$ cat src/rtl/mdmhc_encoder_pipe_if.sv
// rtl/mdmhc_encoder_pipe_if.sv - word-in / codeword-out handshake bundle for mdmhc_encoder_pipe
//
// Purpose: carries the input word channel (in_valid/in_ready/in_data/in_mode)
// and the output codeword channel (out_valid/out_ready/out_data).
// Ports (signals):
//   in_valid  producer has a word         in_ready  encoder can take it
//   in_data   DATA_W-bit word             in_mode   per-word suppression mode
//   out_valid codeword present            out_ready consumer takes it
//   out_data  ENC_W-bit codeword
// Modports: slave = encoder side, master = producer/consumer side.

interface mdmhc_encoder_pipe_if #(
  parameter int DATA_W = 32,
  parameter int ROWS   = 2
);
  localparam int ENC_W = 8 * (DATA_W / 4) + DATA_W / ROWS + DATA_W;

  logic              in_valid;
  logic              in_ready;
  logic [DATA_W-1:0] in_data;
  logic [1:0]        in_mode;
  logic              out_valid;
  logic              out_ready;
  logic [ENC_W-1:0]  out_data;

  modport slave (
    input  in_valid, in_data, in_mode, out_ready,
    output in_ready, out_valid, out_data
  );

  modport master (
    output in_valid, in_data, in_mode, out_ready,
    input  in_ready, out_valid, out_data
  );
endinterface

$ cat src/rtl/mdmhc_encoder_pipe.sv
// rtl/mdmhc_encoder_pipe.sv - two-stage pipelined MDMHC codeword encoder
//
// Purpose: splits each DATA_W-bit word into 4-bit symbols laid out as a
// ROWS x COLS matrix and emits {hamming, horizontal sums, vertical xor, data}.
// Stage 1 holds the raw word and its mode, stage 2 holds the finished codeword.
// Ports:
//   clk        rising-edge clock
//   rst        synchronous active-high reset
//   bus        handshake bundle (slave side): word in, codeword out
//   out_count  delivered codewords, wraps modulo 2^CNT_W
//   busy       a word is held in either stage

module mdmhc_encoder_pipe #(
  parameter int DATA_W = 32,
  parameter int ROWS   = 2,
  parameter int CNT_W  = 16
) (
  input  logic                 clk,
  input  logic                 rst,
  mdmhc_encoder_pipe_if.slave  bus,
  output logic [CNT_W-1:0]     out_count,
  output logic                 busy
);

  localparam int NSYM  = DATA_W / 4;
  localparam int COLS  = NSYM / ROWS;
  localparam int HALF  = COLS / 2;
  localparam int ROW_W = DATA_W / ROWS;
  localparam int HP_W  = 3 * NSYM;
  localparam int H_W   = 5 * NSYM;
  localparam int ENC_W = HP_W + H_W + ROW_W + DATA_W;

  logic              s1_valid;
  logic [DATA_W-1:0] s1_data;
  logic [1:0]        s1_mode;
  logic              s2_valid;
  logic [ENC_W-1:0]  s2_data;
  logic              s2_adv;
  logic              in_ready_int;

  logic [HP_W-1:0]   hp_field;
  logic [H_W-1:0]    h_field;
  logic [ROW_W-1:0]  v_field;
  logic [ENC_W-1:0]  enc;

  // Stage 2 can take a new codeword when empty or when its current one leaves.
  assign s2_adv       = !s2_valid || bus.out_ready;
  assign in_ready_int = !s1_valid || s2_adv;

  assign bus.in_ready  = in_ready_int;
  assign bus.out_valid = s2_valid;
  assign bus.out_data  = s2_data;
  assign busy          = s1_valid || s2_valid;

  // Codeword computed from the stage-1 word; the mode travelling with the
  // word blanks whole fields after they are formed.
  always_comb begin
    hp_field = '0;
    h_field  = '0;
    v_field  = '0;

    for (int s = 0; s < NSYM; s++) begin
      hp_field[3*s +: 3] = {s1_data[4*s+1] ^ s1_data[4*s+2] ^ s1_data[4*s+3],
                            s1_data[4*s]   ^ s1_data[4*s+2] ^ s1_data[4*s+3],
                            s1_data[4*s]   ^ s1_data[4*s+1] ^ s1_data[4*s+3]};
    end

    // Lower half of the sums pairs column k with column k+COLS/2; the upper
    // half pairs adjacent columns 2k and 2k+1. Sums are 5 bits so no carry is lost.
    for (int r = 0; r < ROWS; r++) begin
      for (int k = 0; k < HALF; k++) begin
        h_field[5*(r*HALF+k) +: 5] =
          {1'b0, s1_data[4*(r*COLS+k) +: 4]} +
          {1'b0, s1_data[4*(r*COLS+k+HALF) +: 4]};
        h_field[5*(NSYM/2+r*HALF+k) +: 5] =
          {1'b0, s1_data[4*(r*COLS+2*k) +: 4]} +
          {1'b0, s1_data[4*(r*COLS+2*k+1) +: 4]};
      end
    end

    for (int r = 0; r < ROWS; r++) begin
      v_field = v_field ^ s1_data[r*ROW_W +: ROW_W];
    end

    if (s1_mode[0]) hp_field = '0;
    if (s1_mode[1]) h_field  = '0;
  end

  assign enc = {hp_field, h_field, v_field, s1_data};

  always_ff @(posedge clk) begin
    if (rst) begin
      s1_valid  <= 1'b0;
      s1_data   <= '0;
      s1_mode   <= '0;
      s2_valid  <= 1'b0;
      s2_data   <= '0;
      out_count <= '0;
    end else begin
      if (in_ready_int) begin
        s1_valid <= bus.in_valid;
        if (bus.in_valid) begin
          s1_data <= bus.in_data;
          s1_mode <= bus.in_mode;
        end
      end

      // out_data only changes when a new word is loaded, so it holds during a stall.
      if (s2_adv) begin
        s2_valid <= s1_valid;
        if (s1_valid) begin
          s2_data <= enc;
        end
      end

      if (s2_valid && bus.out_ready) begin
        out_count <= out_count + CNT_W'(1);
      end
    end
  end

endmodule

$ cat src/flat_wrapper.sv
// flat-port wrapper written by rule: the top's interface ports become plain ports
module mdmhc_encoder_pipe_flat 
#(
  parameter int DATA_W = 32,
  parameter int ROWS   = 2,
  parameter int CNT_W  = 16
)
  (clk, rst, out_count, busy, bus_in_valid, bus_in_data, bus_in_mode, bus_out_ready, bus_in_ready, bus_out_valid, bus_out_data);
  mdmhc_encoder_pipe_if #(.DATA_W(DATA_W), .ROWS(ROWS)) bus_i ();
  input  logic clk;
  input  logic rst;
  output logic [CNT_W-1:0] out_count;
  output logic busy;
  input wire logic [$bits(bus_i.in_valid)-1:0] bus_in_valid;
  input wire logic [$bits(bus_i.in_data)-1:0] bus_in_data;
  input wire logic [$bits(bus_i.in_mode)-1:0] bus_in_mode;
  input wire logic [$bits(bus_i.out_ready)-1:0] bus_out_ready;
  output wire logic [$bits(bus_i.in_ready)-1:0] bus_in_ready;
  output wire logic [$bits(bus_i.out_valid)-1:0] bus_out_valid;
  output wire logic [$bits(bus_i.out_data)-1:0] bus_out_data;
  assign bus_i.in_valid = bus_in_valid;
  assign bus_i.in_data = bus_in_data;
  assign bus_i.in_mode = bus_in_mode;
  assign bus_i.out_ready = bus_out_ready;
  assign bus_in_ready = bus_i.in_ready;
  assign bus_out_valid = bus_i.out_valid;
  assign bus_out_data = bus_i.out_data;
  mdmhc_encoder_pipe #(.DATA_W(DATA_W), .ROWS(ROWS), .CNT_W(CNT_W)) u_core (.clk(clk), .rst(rst), .bus(bus_i), .out_count(out_count), .busy(busy));
endmodule
$ cat config.mk
export PLATFORM = sky130hd
export DESIGN_NAME = mdmhc_encoder_pipe_flat
export DESIGN_NICKNAME = d
export VERILOG_FILES = /design/src/rtl/mdmhc_encoder_pipe_if.sv /design/src/rtl/mdmhc_encoder_pipe.sv /design/src/flat_wrapper.sv
export SDC_FILE = /design/constraint.sdc
export NUM_CORES = 1
export LEC_CHECK = 0
export BUFFER_PORTS_ARGS = -buffer_cell sky130_fd_sc_hd__clkbuf_2
export CAP_MARGIN = 40
export CORE_MARGIN = 2
export CORE_UTILIZATION = 49
export CTS_BUF_LIST = sky130_fd_sc_hd__clkbuf_8 sky130_fd_sc_hd__clkbuf_16
export CTS_CLUSTER_SIZE = 10
export DETAILED_ROUTE_END_ITERATION = 6
export GPL_TIMING_DRIVEN = 0
export HOLD_SLACK_MARGIN = 0.02
export PLACE_DENSITY = 0.72
export SLEW_MARGIN = 20
export SYNTH_ARGS = -nofsm -noshare
export SYNTH_HDL_FRONTEND = slang
export SYNTH_SLANG_ARGS = --single-unit
export TNS_END_PERCENT = 1
$ cat constraint.sdc
create_clock -name clk -period 1.74 [get_ports clk]
set_clock_uncertainty 0.1 [all_clocks]
set_input_delay 0.087 -clock clk [delete_from_list [all_inputs] [get_ports clk]]
set_output_delay 0.087 -clock clk [all_outputs]
set_load 0.01 [all_outputs]
==> results_dict.tcl, run 1 <==
set metrics [dict create \
    cts.clk_slew.worst_paths_ns 0.07 \
    drt_iter0_drc 701 \
    postRouteAntennaNets 0 \
    hpwl_um 17500 \
    leakagePower_uw 0.00423 \
    synth_seq_area_share_pct 43.4 \
    met3_length_um 1590 \
    synth_top_cell_by_area "dfxtp_1" \
    syn_area_per_cell_um2 8.63 \
    gr-total-overflow 0 \
    dr.pass1.iters 5 \
    drive_gt1_share_pct 27.3 \
    syn_inst 876 \
    grt_pass1_wl_um 36900 \
    violations "negative setup slack" \
    vdd_ir_drop_max_mv 0.707 \
    powerDensity_nw_per_um2 963 \
    rows 45 \
    synthTopCellsByArea "dfxtp_1, nand2_1, a21oi_1" \
    arrival_ns 1.97 \
    timing.final.crit_share_pct 101 \
    final_cell_mix "clkbuf_2, nand2_1, dfxtp_1, a21oi_1, xnor2_1" \
    layout_min_cycle_time_ns 1.76 \
    netlist.area_leader.share_pct 43.4 \
    cts.sinks 164 \
    fmax_ghz 0.567 \
    io_pins 169 \
    cp-end-kind "register" \
    die_w_um 128 \
    place_area_um2 8630 \
    wl_um 24200 \
    fp.dieH_um 128 \
    nFillCells 1283 \
    multiInputGateArea_um2 3960 \
    setup_viol_count_final 3 \
    met2_length_um 11500 \
    final_core_util_pct 64.6 \
    synth_cell_type_count 48 \
    finalWorstSetupSlack_ns -0.0225 \
    r2r.worst_path.cells 6 \
    htree_levels 4 \
    r2r_start "u_core.s1_data[16]" \
    worstSetupPathType "reg -> reg" \
    reg2reg_slack_ns -0.02 \
    r2r-end "u_core.bus.out_data[62]" \
    syn_nets 955 \
    rsz0062_at_grt "true" \
    start_util_pct 49.9 \
    hold_class "in -> reg" \
    ys_async_sr_fraction_pct 0 \
    yosys_warnings 0 \
    tightest_slew_ns 0.812 \
    final_common_cell "clkbuf_2" \
    synth-seq-cells 164 \
    required_ns 1.95 \
    crit_end "u_core.bus.out_data[62]" \
    drv_slew 0 \
    antenna_found_initial 0 \
    met1Wirelength_um 10400 \
    core_um2 15100 \
    slew_headroom_pct 45.9 \
    final_area_um2 9780 \
    top_layer "met4" \
    nNetsFinal 1177 \
    grt_pass1_vias 6788 \
    cts-root-buf "clkbuf_16" \
    synth_ff_type "dfxtp_1" \
    grt_max_degree 17 \
    hold_violations 0 \
    place_congestion 0.937 \
    syn-cell-area_um2 7560 \
    drc 0 \
    portBuffers 166 \
    wl_per_cell_um 18.6 \
    drv_cap 0 \
    worst-path-max-fanout 3 \
    critPathLaunchType "register" \
    startpoint "u_core.s1_data[16]" \
    clkLatencyLatePin_ns 0.44 \
    regArea_um2 3320 \
    synth_edf_count 0 \
    routed_via_density 5.57 \
    status "finished with violations" \
    dieArea_um2 16400 \
    numCtsBuffers 17 \
    antennaDiodeCount 0 \
    cts_tree "built" \
    clk_path_buf_depth 2 \
    syn_to_final_growth_pct 29.4 \
    grt_util_all_layers_pct 29.6 \
    vias 7231 \
]
[power by group]
group / internal, µW / switching (µW)
logic: 547 / 757
clock network: 2470 / 1570
registers: 3910 / 160
[synth_stat cells, drive strengths merged (4+ instances only)]
cell / count
a211oi: 16
a21o: 16
a21oi: 123
a22oi: 16
a2bb2oi: 7
buf: 40
clkbuf: 39
dfxtp: 164
fa: 8
ha: 33
inv: 7
nand2: 172
nand3: 37
nand3b: 10
nand4: 7
nor2: 51
nor3: 4
nor3b: 8
o311ai: 8
or3: 20
xnor2: 53
xor2: 21
[sequential cells by signal (all words and copies together) (netlist names)]
register / cells
u_core.s1_data: 32
u_core.bus.out_data: 112
u_core.out_count: 16
u_core.s1_valid: 1
u_core.s1_mode: 2
u_core.bus.out_valid: 1
[kinds of logic (layout without fill, tap and decap cells)]
logic type / after synthesis / after routing / synth area share, %
and+or+nand+nor: 319 / 319 / 19.8
DFF: 164 / 164 / 43.4
xor gates and xnor gates: 74 / 74 / 8.58
adders and majority gates: 41 / 41 / 7.58
buffers and inverters: 86 / 321 / 5.36
AOI/OAI and AO/OA: 192 / 192 / 15.2
[worst max-delay path, stage by stage (launching register included)]
cell	delay [ns]
dfxtp_2	0.35
ha_1	0.23
fa_2	0.36
a21o_1	0.19
a21oi_2	0.20
a2bb2oi_2	0.15
nor2_1	0.04
[per-layer routing]
| metal | vias up | global-route usage (%) |
|---|---|---|
| li1 | 3430 | - |
| met1 | 3447 | 39.0 |
| met2 | 307 | 48.7 |
| met3 | 47 | 5.30 |
| met4 | 0 | 11.1 |
| met5 | - | 0 |
[repair_timing]
item / 4_1_cts / 5_1_grt
setup buffers: 1 / 0
setup endpoints to repair: 22 / 82
hold buffers: 36 / 0
gates resized for setup: 28 / 33
pin swaps: 3 / 1
hold endpoints to repair: 38 / 0
[worst min path at each step]
stage	to	startpoint	cells past startpoint	slack, ns
after floorplan	u_core.s1_data[1]	bus_in_data[1]	2	0.12
after global placement	u_core.s1_data[2]	bus_in_data[2]	3	0.22
after detailed placement	u_core.s1_data[2]	bus_in_data[2]	3	0.22
after CTS	u_core.bus.out_data[51]	rst	4	0.06
after global routing	u_core.bus.out_data[51]	rst	4	0.11
final	u_core.bus.out_data[56]	rst	4	0.08
[through the flow]
step           TNS, ns  total power (µW)  setup WS [ns]  hold WS [ns]  cells
6_report       -0.0439              9420        -0.0225        0.0752   1299
5_1_grt         -0.204              9720        -0.0509         0.113   1299
4_1_cts        -0.0936              9410        -0.0769        0.0568   1299
3_5_place_dp     -2.43              5330         -0.251         0.223   1230
3_3_place_gp     -2.16              5310         -0.251         0.224   1230
2_1_floorplan        0              4880         0.0166         0.123    876
[area by class of cell]
cell class / count / share of cell area, %
buffer: 79 / 4.15
clock buffer: 19 / 4.63
clock inverter: 13 / 1.86
inverter: 7 / 0.269
multi-input combinational: 626 / 40.5
sequential: 164 / 33.9
tap: 188 / 2.41
timing repair buffer: 203 / 12.3
Note: power is estimated with default switching activity, not from simulation.
==> run 2, diff against run 1 <==
--- a/config.mk
+++ b/config.mk
@@ -7,6 +7,7 @@
 export LEC_CHECK = 0
 export BUFFER_PORTS_ARGS = -buffer_cell sky130_fd_sc_hd__clkbuf_2
 export CAP_MARGIN = 40
+export CORE_ASPECT_RATIO = 1.2
 export CORE_MARGIN = 2
 export CORE_UTILIZATION = 49
 export CTS_BUF_LIST = sky130_fd_sc_hd__clkbuf_8 sky130_fd_sc_hd__clkbuf_16
==> run 2 against run 1 <==
The run still ends with negative setup slack left. Routed wire length increased by 0.68%. Fmax increased by 0.84%. Critical endpoint is now u_core.bus.out_data[82]. Clock power decreased by 5.7%. Non-clock buffer count unchanged. Critical path type unchanged. Largest cell class unchanged.
==> results_dict.tcl, run 2 (synthesis gave the netlist of run 1 again) <==
set metrics [dict create \
    gr-total-overflow 0 \
    nFillCells 1315 \
    grt_max_degree 17 \
    drc 0 \
    postRouteAntennaNets 0 \
    dr.pass1.iters 5 \
    numCtsBuffers 17 \
    syn_to_final_growth_pct 29.0 \
    io_pins 169 \
    fp.dieH_um 140 \
    portBuffers 166 \
    hold_class "in -> reg" \
    met3_length_um 1840 \
    fmax_ghz 0.572 \
    met2_length_um 11800 \
    timing.final.crit_share_pct 100 \
    final_core_util_pct 64.9 \
    grt_pass1_wl_um 36800 \
    layout_min_cycle_time_ns 1.75 \
    hold_violations 0 \
    dieArea_um2 16400 \
    drv_cap 0 \
    routed_via_density 5.50 \
    cts.clk_slew.worst_paths_ns 0.06 \
    powerDensity_nw_per_um2 944 \
    grt_pass1_vias 6760 \
    worst-path-max-fanout 3 \
    finalWorstSetupSlack_ns -0.00785 \
    final_common_cell "clkbuf_2" \
    wl_um 24300 \
    start_util_pct 50.3 \
    drv_slew 0 \
    rsz0062_at_grt "true" \
    cts_tree "built" \
    required_ns 1.94 \
    vias 7216 \
    drt_iter0_drc 627 \
    dp_cells 1246 \
    instances_no_fill 1312 \
    drive_gt1_share_pct 27.2 \
    antennaDiodeCount 0 \
    place_congestion 0.898 \
    rows 49 \
    top_layer "met4" \
    violations "negative setup slack" \
    tightest_slew_ns 0.732 \
    arrival_ns 1.95 \
    cts.sinks 164 \
    cts-root-buf "clkbuf_16" \
    setup_viol_count_final 2 \
    htree_levels 4 \
    largest_reg_flops 112 \
    critPathLaunchType "register" \
    worstSetupPathType "reg -> reg" \
    grt_util_all_layers_pct 29.0 \
    cp-end-kind "register" \
    die_w_um 117 \
    clk_path_buf_depth 2 \
    hpwl_um 17400 \
    clkLatencyLatePin_ns 0.44 \
    vdd_ir_drop_max_mv 0.558 \
    core_um2 15000 \
    met1Wirelength_um 9740 \
    slew_headroom_pct 51.2 \
    antenna_found_initial 0 \
    leakagePower_uw 0.00420 \
    wl_per_cell_um 18.5 \
    status "finished with violations" \
    nNetsFinal 1177 \
    final_cell_mix "clkbuf_2, nand2_1, dfxtp_1, a21oi_1, xnor2_1" \
]
-- run 2: path summary, 6_finish.rpt --
path / start / to / slack, ns / cells after the start
hold / removal: rst / u_core.bus.out_data[61] / 0.08 / 4
hold reg to reg: u_core.bus.out_data[64] / u_core.bus.out_data[64] / 0.35 / 2
setup reg to reg: u_core.s1_data[20] / u_core.bus.out_data[82] / -0.008 / 6
setup / recovery: u_core.s1_data[20] / u_core.bus.out_data[82] / -0.008 / 6
-- run 2: worst max-delay path, cell delays in order (launching register included) --
cell,delay (ns)
dfxtp_2,0.36
ha_2,0.19
fa_2,0.35
a21o_1,0.18
a21oi_2,0.20
a2bb2oi_1,0.19
nor2_1,0.05
-- run 2: stage by stage --
step                      area (µm²)  TNS [ns]  hold WS [ns]  setup slack, ns  power (µW)
final                           9750  -0.00942        0.0803         -0.00785        9200
after global routing            9750    -0.409        0.0911          -0.0597        9480
after CTS                       9660   -0.0414        0.0598          -0.0408        9170
after detailed placement        8650     -1.98         0.216           -0.209        5330
after global placement          8650     -1.61         0.214           -0.203        5310
after floorplan                 7560         0         0.123           0.0166        4880
-- run 2: repair_timing --
action,CTS,global route
endpoints found under the setup margin,19,88
hold buffers,36,0
cloned,0,0
pin swaps,7,5
resized for setup,29,31
setup buffers,0,1
hold endpoints to repair,38,0
-- run 2: where the power goes --
part | switching (µW) | leakage, µW | internal, µW
sequential | 163 | 0.00134 | 3910
combinational | 751 | 0.00256 | 547
clock | 1520 | 0.000298 | 2300
-- run 2: layout make-up --
class                      count  area (µm²)  share of cell area (%)
clock inverter                10         134                    1.37
buffer                        79         398                    4.08
sequential                   164        3310                    34.0
clock buffer                  19         453                    4.65
tap                          204         255                    2.62
multi-input combinational    626        3970                    40.7
inverter                       7        26.3                   0.270
timing repair buffer         203        1200                    12.3
-- run 2: per-layer routing --
| metal | GRT usage, % | up-vias |
|---|---|---|
| met3 | 6.35 | 61 |
| met2 | 48.9 | 320 |
| met1 | 35.4 | 3412 |
| li1 | - | 3423 |
| met5 | 0 | - |
| met4 | 13.4 | 0 |
